## config.mk

```make
export PLATFORM = sky130hd
export DESIGN_NAME = if_stage_flat
export DESIGN_NICKNAME = d
export VERILOG_FILES = /design/src/rtl/if_stage_pkg.sv /design/src/rtl/if_stage_if.sv /design/src/rtl/if_stage_icache_dm.sv /design/src/rtl/if_stage.sv /design/src/flat_wrapper.sv
export SDC_FILE = /design/constraint.sdc
export NUM_CORES = 1
export LEC_CHECK = 0
export BUFFER_PORTS_ARGS = -buffer_cell sky130_fd_sc_hd__buf_2
export CAP_MARGIN = 20
export CORE_MARGIN = 1.5
export CORE_UTILIZATION = 49
export DETAILED_ROUTE_END_ITERATION = 16
export GPL_TIMING_DRIVEN = 0
export PLACE_DENSITY = 0.79
export RECOVER_POWER = 100
export SETUP_SLACK_MARGIN = 0.4
export SYNTH_ARGS = -nofsm -noshare
export SYNTH_HDL_FRONTEND = slang
export SYNTH_SLANG_ARGS = --single-unit
```

## constraint.sdc

```tcl
create_clock -name clk -period 2.9 [get_ports clk]
set_clock_uncertainty 0.1 [all_clocks]
set_input_delay 0.145 -clock clk [delete_from_list [all_inputs] [get_ports clk]]
set_output_delay 0.145 -clock clk [all_outputs]
set_load 0.03 [all_outputs]
```

## src/rtl/if_stage_pkg.sv

```systemverilog
// Shared definitions for the instruction-fetch stage.
//   ADDR_W / INST_W   : address and instruction bus widths
//   RESET_PC_DEFAULT  : PC loaded on reset unless overridden
//   if_state_e        : fetch FSM encoding (S_FETCH / S_HOLD)
//   next_pc()         : sequential PC increment, wraps modulo 2^32
package if_stage_pkg;

  localparam int ADDR_W = 32;
  localparam int INST_W = 32;

  localparam logic [ADDR_W-1:0] RESET_PC_DEFAULT = 32'h0000_0000;

  typedef enum logic {
    S_FETCH = 1'b0,
    S_HOLD  = 1'b1
  } if_state_e;

  function automatic logic [ADDR_W-1:0] next_pc(input logic [ADDR_W-1:0] pc);
    return pc + ADDR_W'(4);
  endfunction

endpackage

```

## src/rtl/if_stage_if.sv

```systemverilog
// Bus bundle between the fetch stage, the memory controller fetch port and
// the decode stage.
//   mc_if_enable/mc_if_addr           : fetch request (fetch stage -> controller)
//   mc_if_inst/mc_if_busy/finished    : fetch response (controller -> fetch stage)
//   id_valid/id_pc/id_inst            : presented instruction (fetch stage -> decode)
// modport master: the fetch stage; modport slave: controller/decode side.
interface if_stage_if;
  import if_stage_pkg::*;

  logic              mc_if_enable;
  logic [ADDR_W-1:0] mc_if_addr;
  logic [INST_W-1:0] mc_if_inst;
  logic              mc_if_busy;
  logic              mc_if_finished;
  logic              id_valid;
  logic [ADDR_W-1:0] id_pc;
  logic [INST_W-1:0] id_inst;

  modport master (
    output mc_if_enable, mc_if_addr, id_valid, id_pc, id_inst,
    input  mc_if_inst, mc_if_busy, mc_if_finished
  );

  modport slave (
    input  mc_if_enable, mc_if_addr, id_valid, id_pc, id_inst,
    output mc_if_inst, mc_if_busy, mc_if_finished
  );

endinterface

```

## src/rtl/if_stage_icache_dm.sv

```systemverilog
// Direct-mapped instruction cache, one 32-bit word per line.
// Only compiled when ICACHE_EN is defined.
//   clk, rst     : clock, synchronous active-high reset (clears valid bits)
//   addr_i       : lookup and fill address (current PC)
//   fill_en_i    : write fill_data_i into the line selected by addr_i
//   fill_data_i  : word returned by the memory controller
//   hit_o        : line valid and tag matches addr_i
//   hit_data_o   : cached word for addr_i
`ifdef ICACHE_EN
module icache_dm
  import if_stage_pkg::*;
#(
  parameter int IDX_W = 6
) (
  input  logic              clk,
  input  logic              rst,
  input  logic [ADDR_W-1:0] addr_i,
  input  logic              fill_en_i,
  input  logic [INST_W-1:0] fill_data_i,
  output logic              hit_o,
  output logic [INST_W-1:0] hit_data_o
);

  localparam int LINES = 1 << IDX_W;
  localparam int TAG_W = ADDR_W - IDX_W - 2;

  logic [LINES-1:0] valid_q;
  logic [TAG_W-1:0] tag_q  [LINES];
  logic [INST_W-1:0] data_q [LINES];

  logic [IDX_W-1:0] idx;
  logic [TAG_W-1:0] tag;
  logic             unused_addr_bits;

  assign idx = addr_i[IDX_W+1:2];
  assign tag = addr_i[ADDR_W-1:IDX_W+2];
  assign unused_addr_bits = ^addr_i[1:0];

  always_ff @(posedge clk) begin
    if (rst) begin
      valid_q <= '0;
    end else if (fill_en_i) begin
      valid_q[idx] <= 1'b1;
    end
  end

  // Tag/data storage needs no reset: a line is only read once its valid bit is set.
  always_ff @(posedge clk) begin
    if (fill_en_i) begin
      tag_q[idx]  <= tag;
      data_q[idx] <= fill_data_i;
    end
  end

  assign hit_o      = valid_q[idx] && (tag_q[idx] == tag);
  assign hit_data_o = data_q[idx];

endmodule
`endif

```

## src/rtl/if_stage.sv

```systemverilog
// Instruction-fetch stage. Owns the PC, drives the memory controller fetch
// port and presents {pc, inst, valid} to decode through a stallable register.
// Optional I-cache is built when the macro ICACHE_EN is defined.
// Ports:
//   clk, rst           : clock, synchronous active-high reset
//   rdy                : global ready; low freezes every register
//   stall_i            : decode not accepting; presented instruction must hold
//   branch_flag_i      : one-cycle redirect request from EX
//   branch_target_i    : redirect PC
//   fetch_if (master)  : controller fetch port and decode-facing outputs
//
// state   | meaning
// S_FETCH | request outstanding at pc_q (or cache lookup in progress)
// S_HOLD  | word parked in hold buffer, bus released, waiting for decode
module if_stage
  import if_stage_pkg::*;
#(
  parameter logic [ADDR_W-1:0] RESET_PC     = RESET_PC_DEFAULT,
  parameter int                ICACHE_IDX_W = 6
) (
  input  logic              clk,
  input  logic              rst,
  input  logic              rdy,
  input  logic              stall_i,
  input  logic              branch_flag_i,
  input  logic [ADDR_W-1:0] branch_target_i,
  if_stage_if.master        fetch_if
);

  if_state_e         state_q, state_d;
  logic [ADDR_W-1:0] pc_q, pc_d;
  logic [INST_W-1:0] buf_q, buf_d;
  logic [ADDR_W-1:0] buf_pc_q, buf_pc_d;
  logic              id_valid_q, id_valid_d;
  logic [ADDR_W-1:0] id_pc_q, id_pc_d;
  logic [INST_W-1:0] id_inst_q, id_inst_d;

  logic              cache_hit;
  logic [INST_W-1:0] cache_word;
  logic              accept;
  logic              fetch_done;
  logic [INST_W-1:0] word;
  logic              unused_busy;

  assign unused_busy = fetch_if.mc_if_busy;

`ifdef ICACHE_EN
  logic cache_fill;

  // Completions arriving with a redirect are dropped, so they never reach the cache.
  assign cache_fill = rdy && (state_q == S_FETCH) && fetch_if.mc_if_finished
                      && !cache_hit && !branch_flag_i;

  icache_dm #(
    .IDX_W(ICACHE_IDX_W)
  ) u_icache (
    .clk        (clk),
    .rst        (rst),
    .addr_i     (pc_q),
    .fill_en_i  (cache_fill),
    .fill_data_i(fetch_if.mc_if_inst),
    .hit_o      (cache_hit),
    .hit_data_o (cache_word)
  );
`else
  localparam int unused_icache_idx_w = ICACHE_IDX_W;
  assign cache_hit  = 1'b0;
  assign cache_word = '0;
`endif

  assign accept     = !stall_i || !id_valid_q;
  assign fetch_done = (state_q == S_FETCH) && (cache_hit || fetch_if.mc_if_finished);
  // A hit means no request is outstanding, so any finished pulse then is stale.
  assign word       = cache_hit ? cache_word : fetch_if.mc_if_inst;

  always_comb begin
    state_d    = state_q;
    pc_d       = pc_q;
    buf_d      = buf_q;
    buf_pc_d   = buf_pc_q;
    id_valid_d = id_valid_q;
    id_pc_d    = id_pc_q;
    id_inst_d  = id_inst_q;

    if (branch_flag_i) begin
      pc_d       = branch_target_i;
      id_valid_d = 1'b0;
      state_d    = S_FETCH;
    end else begin
      unique case (state_q)
        S_FETCH: begin
          if (fetch_done) begin
            if (accept) begin
              id_valid_d = 1'b1;
              id_pc_d    = pc_q;
              id_inst_d  = word;
              pc_d       = next_pc(pc_q);
            end else begin
              buf_d    = word;
              buf_pc_d = pc_q;
              state_d  = S_HOLD;
            end
          end else if (accept) begin
            id_valid_d = 1'b0;
          end
        end
        S_HOLD: begin
          if (accept) begin
            id_valid_d = 1'b1;
            id_pc_d    = buf_pc_q;
            id_inst_d  = buf_q;
            pc_d       = next_pc(buf_pc_q);
            state_d    = S_FETCH;
          end
        end
        default: state_d = S_FETCH;
      endcase
    end
  end

  always_ff @(posedge clk) begin
    if (rst) begin
      state_q    <= S_FETCH;
      pc_q       <= RESET_PC;
      buf_q      <= '0;
      buf_pc_q   <= '0;
      id_valid_q <= 1'b0;
      id_pc_q    <= '0;
      id_inst_q  <= '0;
    end else if (rdy) begin
      state_q    <= state_d;
      pc_q       <= pc_d;
      buf_q      <= buf_d;
      buf_pc_q   <= buf_pc_d;
      id_valid_q <= id_valid_d;
      id_pc_q    <= id_pc_d;
      id_inst_q  <= id_inst_d;
    end
  end

  assign fetch_if.mc_if_enable = !rst && (state_q == S_FETCH) && !cache_hit;
  assign fetch_if.mc_if_addr   = pc_q;
  assign fetch_if.id_valid     = id_valid_q;
  assign fetch_if.id_pc        = id_pc_q;
  assign fetch_if.id_inst      = id_inst_q;

endmodule

```

## src/flat_wrapper.sv

```systemverilog
// flat-port wrapper written by rule: the top's interface ports become plain ports
module if_stage_flat import if_stage_pkg::*;
#(
  parameter logic [ADDR_W-1:0] RESET_PC     = RESET_PC_DEFAULT,
  parameter int                ICACHE_IDX_W = 6
)
  (clk, rst, rdy, stall_i, branch_flag_i, branch_target_i, fetch_if_mc_if_enable, fetch_if_mc_if_addr, fetch_if_id_valid, fetch_if_id_pc, fetch_if_id_inst, fetch_if_mc_if_inst, fetch_if_mc_if_busy, fetch_if_mc_if_finished);
  if_stage_if fetch_if_i ();
  input  logic clk;
  input  logic rst;
  input  logic rdy;
  input  logic stall_i;
  input  logic branch_flag_i;
  input  logic [ADDR_W-1:0] branch_target_i;
  output wire logic [$bits(fetch_if_i.mc_if_enable)-1:0] fetch_if_mc_if_enable;
  output wire logic [$bits(fetch_if_i.mc_if_addr)-1:0] fetch_if_mc_if_addr;
  output wire logic [$bits(fetch_if_i.id_valid)-1:0] fetch_if_id_valid;
  output wire logic [$bits(fetch_if_i.id_pc)-1:0] fetch_if_id_pc;
  output wire logic [$bits(fetch_if_i.id_inst)-1:0] fetch_if_id_inst;
  input wire logic [$bits(fetch_if_i.mc_if_inst)-1:0] fetch_if_mc_if_inst;
  input wire logic [$bits(fetch_if_i.mc_if_busy)-1:0] fetch_if_mc_if_busy;
  input wire logic [$bits(fetch_if_i.mc_if_finished)-1:0] fetch_if_mc_if_finished;
  assign fetch_if_mc_if_enable = fetch_if_i.mc_if_enable;
  assign fetch_if_mc_if_addr = fetch_if_i.mc_if_addr;
  assign fetch_if_id_valid = fetch_if_i.id_valid;
  assign fetch_if_id_pc = fetch_if_i.id_pc;
  assign fetch_if_id_inst = fetch_if_i.id_inst;
  assign fetch_if_i.mc_if_inst = fetch_if_mc_if_inst;
  assign fetch_if_i.mc_if_busy = fetch_if_mc_if_busy;
  assign fetch_if_i.mc_if_finished = fetch_if_mc_if_finished;
  if_stage #(.RESET_PC(RESET_PC), .ICACHE_IDX_W(ICACHE_IDX_W)) u_core (.clk(clk), .rst(rst), .rdy(rdy), .stall_i(stall_i), .branch_flag_i(branch_flag_i), .branch_target_i(branch_target_i), .fetch_if(fetch_if_i));
endmodule
```

==> results.cfg, run 1 <==
[status]
status = finished, final reports clean

[timing]
fin_crit_sh_pct = 94.1
period_needed_ns = 2.73
slew_violations = 0
worst_slew_pin_slew_ns = 0.855
slew_headroom_pct = 43.0
hold_violations = 0
fmax_ghz = 0.367
fin_tns_setup_ns = 0
rsz0062_at_grt = yes
finalSetupViolCount = 0

[yosys]
synth_edf_count = 0
synthTopCellsByCount = nand2_1, dfxtp_1, a21oi_1
synthCells = 906
synth.avg_cell_area_um2 = 8.31
syn-cell-area_mm2 = 0.00753
synth_ff_type = dfxtp_1
async_flop_share_pct = 0
synth_cell_type_count = 53
synth_warnings = 0
synth_seq_cells = 162
synth_top_area_cell = dfxtp_1
yosysTopAreaCellShare_pct = 43.1
synth_fp_nets = 978
synth_area_leaders = dfxtp_1, mux2i_1, nand2_1, a21oi_1, a211oi_1
yosysSeqAreaShare_pct = 43.1
yosysMostFrequentCell = nand2_1

[power_and_ir_drop]
power.share.combinational_pct = 14.2
ir_drop_mv = 0.404
p_switching_uw = 1560
internal-power_uw = 4140
sw_frac_of_total_pct = 27.3
leakage_uw = 0.00352
power_frac_seq_pct = 42.0
power_density_mw_per_mm2 = 573
clkPwrFrac_pct = 43.8

[detailed_routing]
firstDrtPassIters = 7
routed-via-count = 8243
routed_wl_mm = 26.9
drt_iter0_drc = 897
drc = 0
viasPerCell = 6.03
routedWlPerCell_um = 19.6
ant_nets = 0

[clocking]
cts-root-buf = clkbuf_16
cts_buffer_depth = 2
numCtsBuffers = 17
clock_latency_ns = 0.44
path_clk_slew_ns = 0.06
cts_max_level = 4
clock_sinks = 162
cts_tree = done

[place]
place_congestion = 0.980
dp_hpwl_mm = 17.5
port_buffers = 167

[grt]
grt_pass1_vias = 7804
grt_start_max_net_pins = 17
grtUsageTotal_pct = 32.9
grt.overflow.total = 0
antenna_found_initial = 1
grt_pass1_wl_mm = 41.3

[critical_path]
cp.required_ns = 3.09
r2r_start = u_core.state_q
slowest_stage = a22oi_1
criticalPathCategory = register to register
ff2ff_setup_slack_ns = 0.17
path_max_fanout = 5
critPathCaptureType = register
rr_endpoint = u_core.fetch_if.mc_if_addr[31]
crit_chain = buf_6 > clkbuf_1 > clkbuf_1 > buf_4 > nand3_1 > a22oi_1 > nand4_1 > buf_4 > nor4b_1 > nor4_1
crit_start = u_core.state_q
crit_end = u_core.fetch_if.mc_if_addr[31]
ff2ff_path_depth = 10
cp.arrival_ns = 2.92
startpoint_type = register
slowest_delay_ns = 0.40

[min_path]
hold_path.class = primary input to register

[layout]
area_growth_pct = 32.0
nNetsFinal = 1238
layout-drive-gt1-share_pct = 14.2
postLayoutCoreUtil_pct = 65.9

[floorplan]
design.core.area_mm2 = 0.0151
start_util_pct = 49.9
io_pins = 169
die_h_um = 127
die_area_mm2 = 0.0161
dieWidth_um = 127
fp-row-count = 45

[job]
cap_viol_max_count = 0
power by group through the flow:
stage | Sequential, uW | Clock (uW) | Combinational (uW)
floorplan | 2570 | 0 | 324
global placement | 2430 | 0 | 724
detailed placement | 2430 | 0 | 731
CTS | 2390 | 2500 | 804
global route | 2400 | 2600 | 856
finish | 2390 | 2500 | 807
cell families after synthesis:
family / share of synthesized area, %
muxes: 10.0
DFF: 43.1
adders and majority gates: 0.166
AOI/OAI and AO/OA: 19.1
and+or+nand+nor: 21.4
buffers and inverters: 4.57
xor gates and xnor gates: 1.63
flip-flops by register name (all words and copies together) (netlist names):
signal,count
u_core.buf_pc_q,32
u_core.buf_q,32
u_core.fetch_if.id_inst,32
u_core.fetch_if.id_pc,32
u_core.fetch_if.mc_if_addr,32
u_core.fetch_if.id_valid,1
u_core.state_q,1
cell type report:
class                           count  area [um2]
Fill cell                        1298        5150
Multi-Input combinational cell    669        4040
Sequential cell                   162        3240
Timing Repair Buffer              241        1390
Clock buffer                       19         443
Buffer                             72         373
Tap cell                          188         235
Clock inverter                     13         209
Inverter                            3        11.3
Antenna cell                        1        2.50
critical path: cells and delay by family (launching register included):
| kind | cells | cell delay (ns) |
|---|---|---|
| compound gates | 1 | 0.40 |
| flops | 1 | 0.32 |
| simple gates | 4 | 0.72 |
| buf+inv | 5 | 1.04 |
through the flow:
step           instances  power [uW]  worst slack [ns]  hold WS (ns)  area [um2]
4_1_cts             1359        5690             0.339       0.00336       10000
6_report            1368        5700             0.172       0.00336        9940
3_3_place_gp        1261        3160            0.0661         0.296        8660
5_1_grt             1368        5860            0.0595        0.0391        9940
2_1_floorplan        906        2900             0.413         0.181        7580
3_5_place_dp        1261        3160            0.0253         0.303        8660
how the worst min path moves through the flow:
stage,startpoint,end,slack (ns),depth (start not counted)
2_1_floorplan,fetch_if_mc_if_inst[0],u_core.buf_q[0],0.18,2
3_3_place_gp,fetch_if_mc_if_inst[29],u_core.buf_q[29],0.30,3
3_5_place_dp,fetch_if_mc_if_inst[29],u_core.buf_q[29],0.30,3
4_1_cts,branch_target_i[21],u_core.fetch_if.mc_if_addr[21],0.003,3
5_1_grt,branch_target_i[10],u_core.fetch_if.mc_if_addr[10],0.04,4
6_report,branch_target_i[21],u_core.fetch_if.mc_if_addr[21],0.003,3
cell usage in the layout (no fill, tap or decap), types with 6 or more instances in the layout:
master	instances
clkbuf_16	17
nand4b_1	8
nor3_1	13
nand2_1	169
o211ai_1	6
o21ai_0	26
nand3_1	26
buf_2	79
mux2i_1	64
buf_4	19
nor2_1	78
a21oi_1	93
mux2_2	8
a221oi_1	7
or3_1	10
xnor2_1	13
clkbuf_1	152
a211oi_1	58
nand4_1	13
dfxtp_1	162
dlygate4sd3_1	51
nand3b_1	10
per-layer routing:
metal | up-vias | track usage [%] | part of all wire, %
met3 | 112 | 7.72 | 9.8
met1 | 3818 | 41.7 | 40
li1 | 3763 | - | -
met2 | 550 | 52.2 | 46
met4 | 0 | 17.4 | 4.5
met5 | - | 0 | 0
what timing repair did:
| item | 4_1_cts | 5_1_grt |
|---|---|---|
| setup buffers | 15 | 8 |
| cloned | 0 | 0 |
| pin swaps | 9 | 14 |
| endpoints found under the hold margin | 80 | 0 |
| endpoints found under the setup margin | 12 | 99 |
| hold buffers | 51 | 0 |
| resized for setup | 14 | 29 |
(Power assumes the default switching activity.)
==> run 2, diff against run 1 <==
Settings changed: CORE_ASPECT_RATIO from default to 0.5.
==> run 2 against run 1 <==
Clock power down 8.8%. Highest routed layer unchanged. Sequential power about the same. Via count shrank 2.5%. Global-route usage decreased by 0.34 points. Largest cell class unchanged. Core utilization rose by 0.75 points. Final cell count up 0.15%. Flip-flop and latch count is the same. Count of clock-buffer cells in the layout is the same. Total power down 4.0%. Design area down 1.2%.
==> results.cfg, run 2 (synthesized netlist as in run 1, its figures left out) <==
[status]
status = finished, final reports clean

[timing]
fmax_ghz = 0.364
period_needed_ns = 2.75
rsz0062_at_grt = yes
slew_headroom_pct = 36.1
slew_violations = 0
hold_violations = 0
finalSetupViolCount = 0
fin_crit_sh_pct = 94.7
worst_slew_pin_slew_ns = 0.959
layout_setup_ws_ns = 0.153

[floorplan]
io_pins = 169
start_util_pct = 51.1
die_area_mm2 = 0.0162
dieWidth_um = 178
fp-row-count = 31
die_h_um = 90.7
design.core.area_mm2 = 0.0147

[critical_path]
critPathMostFrequentCell = buf_12
crit_chain = buf_6 > buf_12 > buf_12 > buf_4 > clkbuf_1 > clkbuf_2 > mux2i_1 > a211oi_1
critical_path.top_delay_family = buffers and inverters
path_max_fanout = 10
cp.required_ns = 3.12
slowest_stage = clkbuf_1
startpoint_type = register
worst-path-buf-inv = 6
criticalPathCategory = register to register
slowest_delay_ns = 0.74
critPathCaptureType = register
cp.arrival_ns = 2.97

[grt]
grt_start_max_net_pins = 17
grtUsageTotal_pct = 32.6
grt_pass1_wl_mm = 41.0
grt_pass1_vias = 7648
grt.overflow.total = 0
antenna_found_initial = 0

[place]
placed_cell_area_mm2 = 0.00867
port_buffers = 167
place_ws_ns = -0.00633
dp_hpwl_mm = 17.9
place_congestion = 0.940

[clocking]
numCtsBuffers = 17
cts_tree = done
clock_sinks = 162
cts_max_level = 4
clock_latency_ns = 0.42
path_clk_slew_ns = 0.06
cts-root-buf = clkbuf_16
cts_buffer_depth = 2

[power_and_ir_drop]
ir_drop_mv = 0.413
power_density_mw_per_mm2 = 556
leakage_uw = 0.00345
power.total_uw = 5470

[detailed_routing]
drt_iter0_drc = 780
routed_wl_mm = 26.2
drc = 0
routed-via-count = 8034
top_layer = met4
wl_met1_mm = 11.0
routedWlPerCell_um = 19.1
viasPerCell = 5.86
ant_nets = 0
met3_length_mm = 2.67
route.met2.wl_mm = 11.7
firstDrtPassIters = 5

[layout]
postLayoutCoreUtil_pct = 66.6
fin_area_mm2 = 0.00982
nNetsFinal = 1231
area_growth_pct = 30.4
layout-drive-gt1-share_pct = 13.9
layout.cells.most_common = nand2_1
final_cell_mix = nand2_1, dfxtp_1, clkbuf_1
multi_input_area_mm2 = 0.00401
n_antenna_cell = 0
fillers = 1253
ff_latch_area_mm2 = 0.00324

[job]
cap_viol_max_count = 0

[min_path]
hold_path.class = primary input to register
run 2: cell types whose count changed in the layout (fill, tap and decap cells not counted), moves of 3 or more:
cell / delta
buf_2: -5
dlygate4sd3_1: -5
buf_4: -4
clkbuf_2: +4
inv_6: +4
bufinv_16: -3
run 2: routing by layer:
| metal | GRT usage [%] | vias to the layer above |
|---|---|---|
| met1 | 44.3 | 3794 |
| li1 | - | 3751 |
| met2 | 51.0 | 418 |
| met3 | 6.31 | 71 |
| met4 | 12.6 | 0 |
| met5 | 0 | - |
run 2: worst reg2reg max path: cells and delay by family, from the launching register on:
| kind | cells | cell delay, ns |
|---|---|---|
| compound gates | 1 | 0.29 |
| buf+inv | 6 | 1.78 |
| mux | 1 | 0.16 |
| flops | 1 | 0.33 |
run 2: layout make-up:
class,count,share of cell area (%)
inverters,3,0.115
multi-input cells,669,40.8
well taps,198,2.52
repair buffers,234,13.5
clock buffers,19,4.51
clock inverters,13,1.52
plain buffers,72,4.05
flip-flops and latches,162,33.0
run 2: final timing paths:
check	startpoint	to	slack (ns)	cells past startpoint
min	branch_target_i[0]	u_core.fetch_if.mc_if_addr[0]	0.008	4
min reg2reg	u_core.buf_q[8]	u_core.buf_q[8]	0.36	2
max	u_core.state_q	u_core.fetch_if.id_inst[27]	0.15	8
max reg2reg	u_core.state_q	u_core.fetch_if.id_inst[27]	0.15	8
run 2: per-stage QoR:
stage,hold slack [ns],cells,TNS [ns]
final,0.00813,1370,0
after global routing,0.0306,1370,0
after CTS,0.00281,1364,0
after detailed placement,0.304,1271,-0.00633
after global placement,0.298,1271,0
after floorplan,0.181,906,0
run 2: power breakdown:
group,internal [uW],switching (uW)
Combinational,276,517
Sequential,2310,83.1
Clock,1310,977
Total,3890,1580
run 2: what timing repair did:
action	in CTS	in global routing
hold buffers	46	0
buffers inserted	15	6
gates resized for setup	17	24
endpoints found under the setup margin	11	72
endpoints found under the hold margin	71	0
pin swaps	11	12
==> run 3, diff against run 2 <==
--- a/config.mk
+++ b/config.mk
@@ -19,2 +19,3 @@
 export SYNTH_HDL_FRONTEND = slang
+export SYNTH_HIERARCHICAL = 1
 export SYNTH_SLANG_ARGS = --single-unit
==> constraint.sdc (replaced) <==
create_clock -name clk -period 2.9 [get_ports clk]
set_clock_uncertainty 0.1 [all_clocks]
set_input_delay 0.435 -clock clk [delete_from_list [all_inputs] [get_ports clk]]
set_output_delay 0.435 -clock clk [all_outputs]
set_load 0.03 [all_outputs]
==> run 3 against run 2 <==
Global-route usage down 1.4 points. Critical endpoint is now u_core/fetch_if.mc_if_addr[28]. Die area is 1.8% higher. Flip-flop and latch count unchanged. Critical path type unchanged. Maximum frequency grew 1.4%. Register-to-register slack better by 0.04 ns. Core utilization shrank 3.9 points. Area after synthesis rose by 1.8%.
==> results.cfg, run 3 <==
[yosys]
synth_warnings = 6
synth_area_leaders = dfxtp_1, mux2i_1, nand2_1, a211oi_1, a21oi_1
synth_fp_nets = 1008
yosysSeqAreaShare_pct = 42.3
yosysTopAreaCellShare_pct = 42.3
synth_cell_type_count = 58
synth_edf_count = 0
synthTopCellsByCount = dfxtp_1, nand2_1, nor2_1
async_flop_share_pct = 0
synth_top_area_cell = dfxtp_1
synthCells = 936
synth_seq_cells = 162
syn-cell-area_mm2 = 0.00767
yosysMostFrequentCell = dfxtp_1
synth_ff_type = dfxtp_1
synth.avg_cell_area_um2 = 8.19

[critical_path]
ff2ff_setup_slack_ns = 0.19
ff2ff_path_depth = 11
path_max_fanout = 7
rr_endpoint = u_core/fetch_if.mc_if_addr[28]
cp.required_ns = 3.13
critPathCaptureType = register
criticalPathCategory = register to register
startpoint_type = register
r2r_start = u_core/state_q
crit_start = u_core/state_q
cp.arrival_ns = 2.93

[layout]
area_growth_pct = 25.5
layout.cells.most_common = dfxtp_1
fillers = 1388
final_cells = 1370
fin_area_mm2 = 0.00963
nNetsFinal = 1224
layout-drive-gt1-share_pct = 14.6
final_cell_mix = dfxtp_1, clkbuf_1, nand2_1
multi_input_area_mm2 = 0.00414
postLayoutCoreUtil_pct = 62.8
ff_latch_area_mm2 = 0.00324

[detailed_routing]
firstDrtPassIters = 7
drc = 0
routed_wl_mm = 26.5
drt_iter0_drc = 784
routed-via-count = 8228
routedWlPerCell_um = 19.4
viasPerCell = 6.01
ant_nets = 0

[floorplan]
dieWidth_um = 180
design.core.area_mm2 = 0.0153
fp-row-count = 32
start_util_pct = 50.0
die_h_um = 91.5
die_area_mm2 = 0.0165
io_pins = 169

[timing]
slew_violations = 0
hold_ws_ns = 0.157
period_needed_ns = 2.71
slew_headroom_pct = 45.8
rsz0062_at_grt = yes
worst_slew_pin_slew_ns = 0.813
finalSetupViolCount = 0
fmax_ghz = 0.369
hold_violations = 0
fin_tns_setup_ns = 0
fin_crit_sh_pct = 93.4

[clocking]
postCtsHoldBufs = 0
path_clk_slew_ns = 0.08
cts_buffer_depth = 2
numCtsBuffers = 17
cts-root-buf = clkbuf_16
clock_latency_ns = 0.42
cts_tree = done
cts_max_level = 4
clock_sinks = 162

[min_path]
hold_end = u_core/buf_q[14]
hp-start = fetch_if_mc_if_inst[14]
hold_path.class = primary input to register
hold_depth = 3

[grt]
grtUsageMet3_pct = 6.30
use_met1_pct = 43.1
busiest_layer = met2
grt_pass1_vias = 7404
use_met2_pct = 48.2
grt_start_max_net_pins = 19
grtUsageTotal_pct = 31.2
grt.overflow.total = 0
antenna_found_initial = 1
grt_pass1_wl_mm = 40.4

[power_and_ir_drop]
power_density_mw_per_mm2 = 567
leakage_uw = 0.00332
ir_drop_mv = 0.514

[place]
dp_cells = 1304
dp_hpwl_mm = 18.5
port_buffers = 164
placed_cell_area_mm2 = 0.00877
place_congestion = 0.964

[job]
cap_viol_max_count = 0

[status]
status = finished, final reports clean
==> run 3: metal layers <==
| layer | part of all wire (%) | vias up |
|---|---|---|
| met5 | 0 | - |
| met3 | 10 | 69 |
| li1 | - | 3770 |
| met1 | 43 | 3892 |
| met4 | 2.4 | 0 |
| met2 | 44 | 497 |
==> run 3: critical path, stage by stage (launching register included) <==
cell and delay [ns]:
dfxtp_1 0.33, buf_6 0.13, buf_12 0.13, buf_12 0.10, clkbuf_1 0.21, mux2_1 0.25, ha_4 0.16, inv_4 0.04
a211oi_4 0.25, nand3_1 0.28, o311a_1 0.42, nor4_1 0.21
==> run 3: logic make-up (layout without fill, tap and decap cells) <==
family | count (synthesis) | count (layout) | synth area share (%)
AO/OA/AOI/OAI | 231 | 231 | 19.5
multiplexers | 71 | 71 | 9.40
flip-flops | 162 | 162 | 42.3
other | 0 | 1 | 0
adder cells (fa/ha/maj) | 1 | 1 | 0.163
AND/OR/NAND/NOR | 365 | 365 | 22.1
buffers and inverters | 91 | 320 | 4.81
XOR/XNOR | 15 | 15 | 1.71
==> run 3: how the worst max path moves through the flow <==
stage                                     end  slack, ns  cells past startpoint
5_1_grt        u_core/fetch_if.mc_if_addr[28]       0.18                     11
3_5_place_dp   u_core/fetch_if.mc_if_addr[24]      -0.21                     11
3_3_place_gp   u_core/fetch_if.mc_if_addr[24]      -0.17                     11
6_report       u_core/fetch_if.mc_if_addr[28]       0.19                     11
4_1_cts        u_core/fetch_if.mc_if_addr[24]       0.34                     13
2_1_floorplan  u_core/fetch_if.mc_if_addr[26]       0.43                     12
==> run 3: layout make-up <==
cell class	instances	area share, %
multi-input cells	683	43.1
plain buffers	78	4.15
well taps	204	2.65
diodes	1	0.0260
clock buffers	18	4.56
inverters	13	0.533
flip-flops and latches	162	33.7
repair buffers	197	9.66
clock inverters	14	1.68
==> run 3: timing repair <==
action,CTS,global route
buffers inserted,25,7
endpoints found under the setup margin,143,84
pin swaps,9,10
gates resized for setup,34,25
cloned,1,0
==> run 3: per-stage QoR <==
stage	setup slack [ns]	power [uW]
2_1_floorplan	0.434	2940
5_1_grt	0.183	5640
4_1_cts	0.342	5480
3_3_place_gp	-0.173	3200
6_report	0.192	5460
3_5_place_dp	-0.214	3210
==> run 3: power breakdown <==
part           internal, uW  total (uW)  switching [uW]
registers              2310        2390            82.7
clock network          1180        2260            1070
logic                   256         806             551
total                  3750        5460            1710
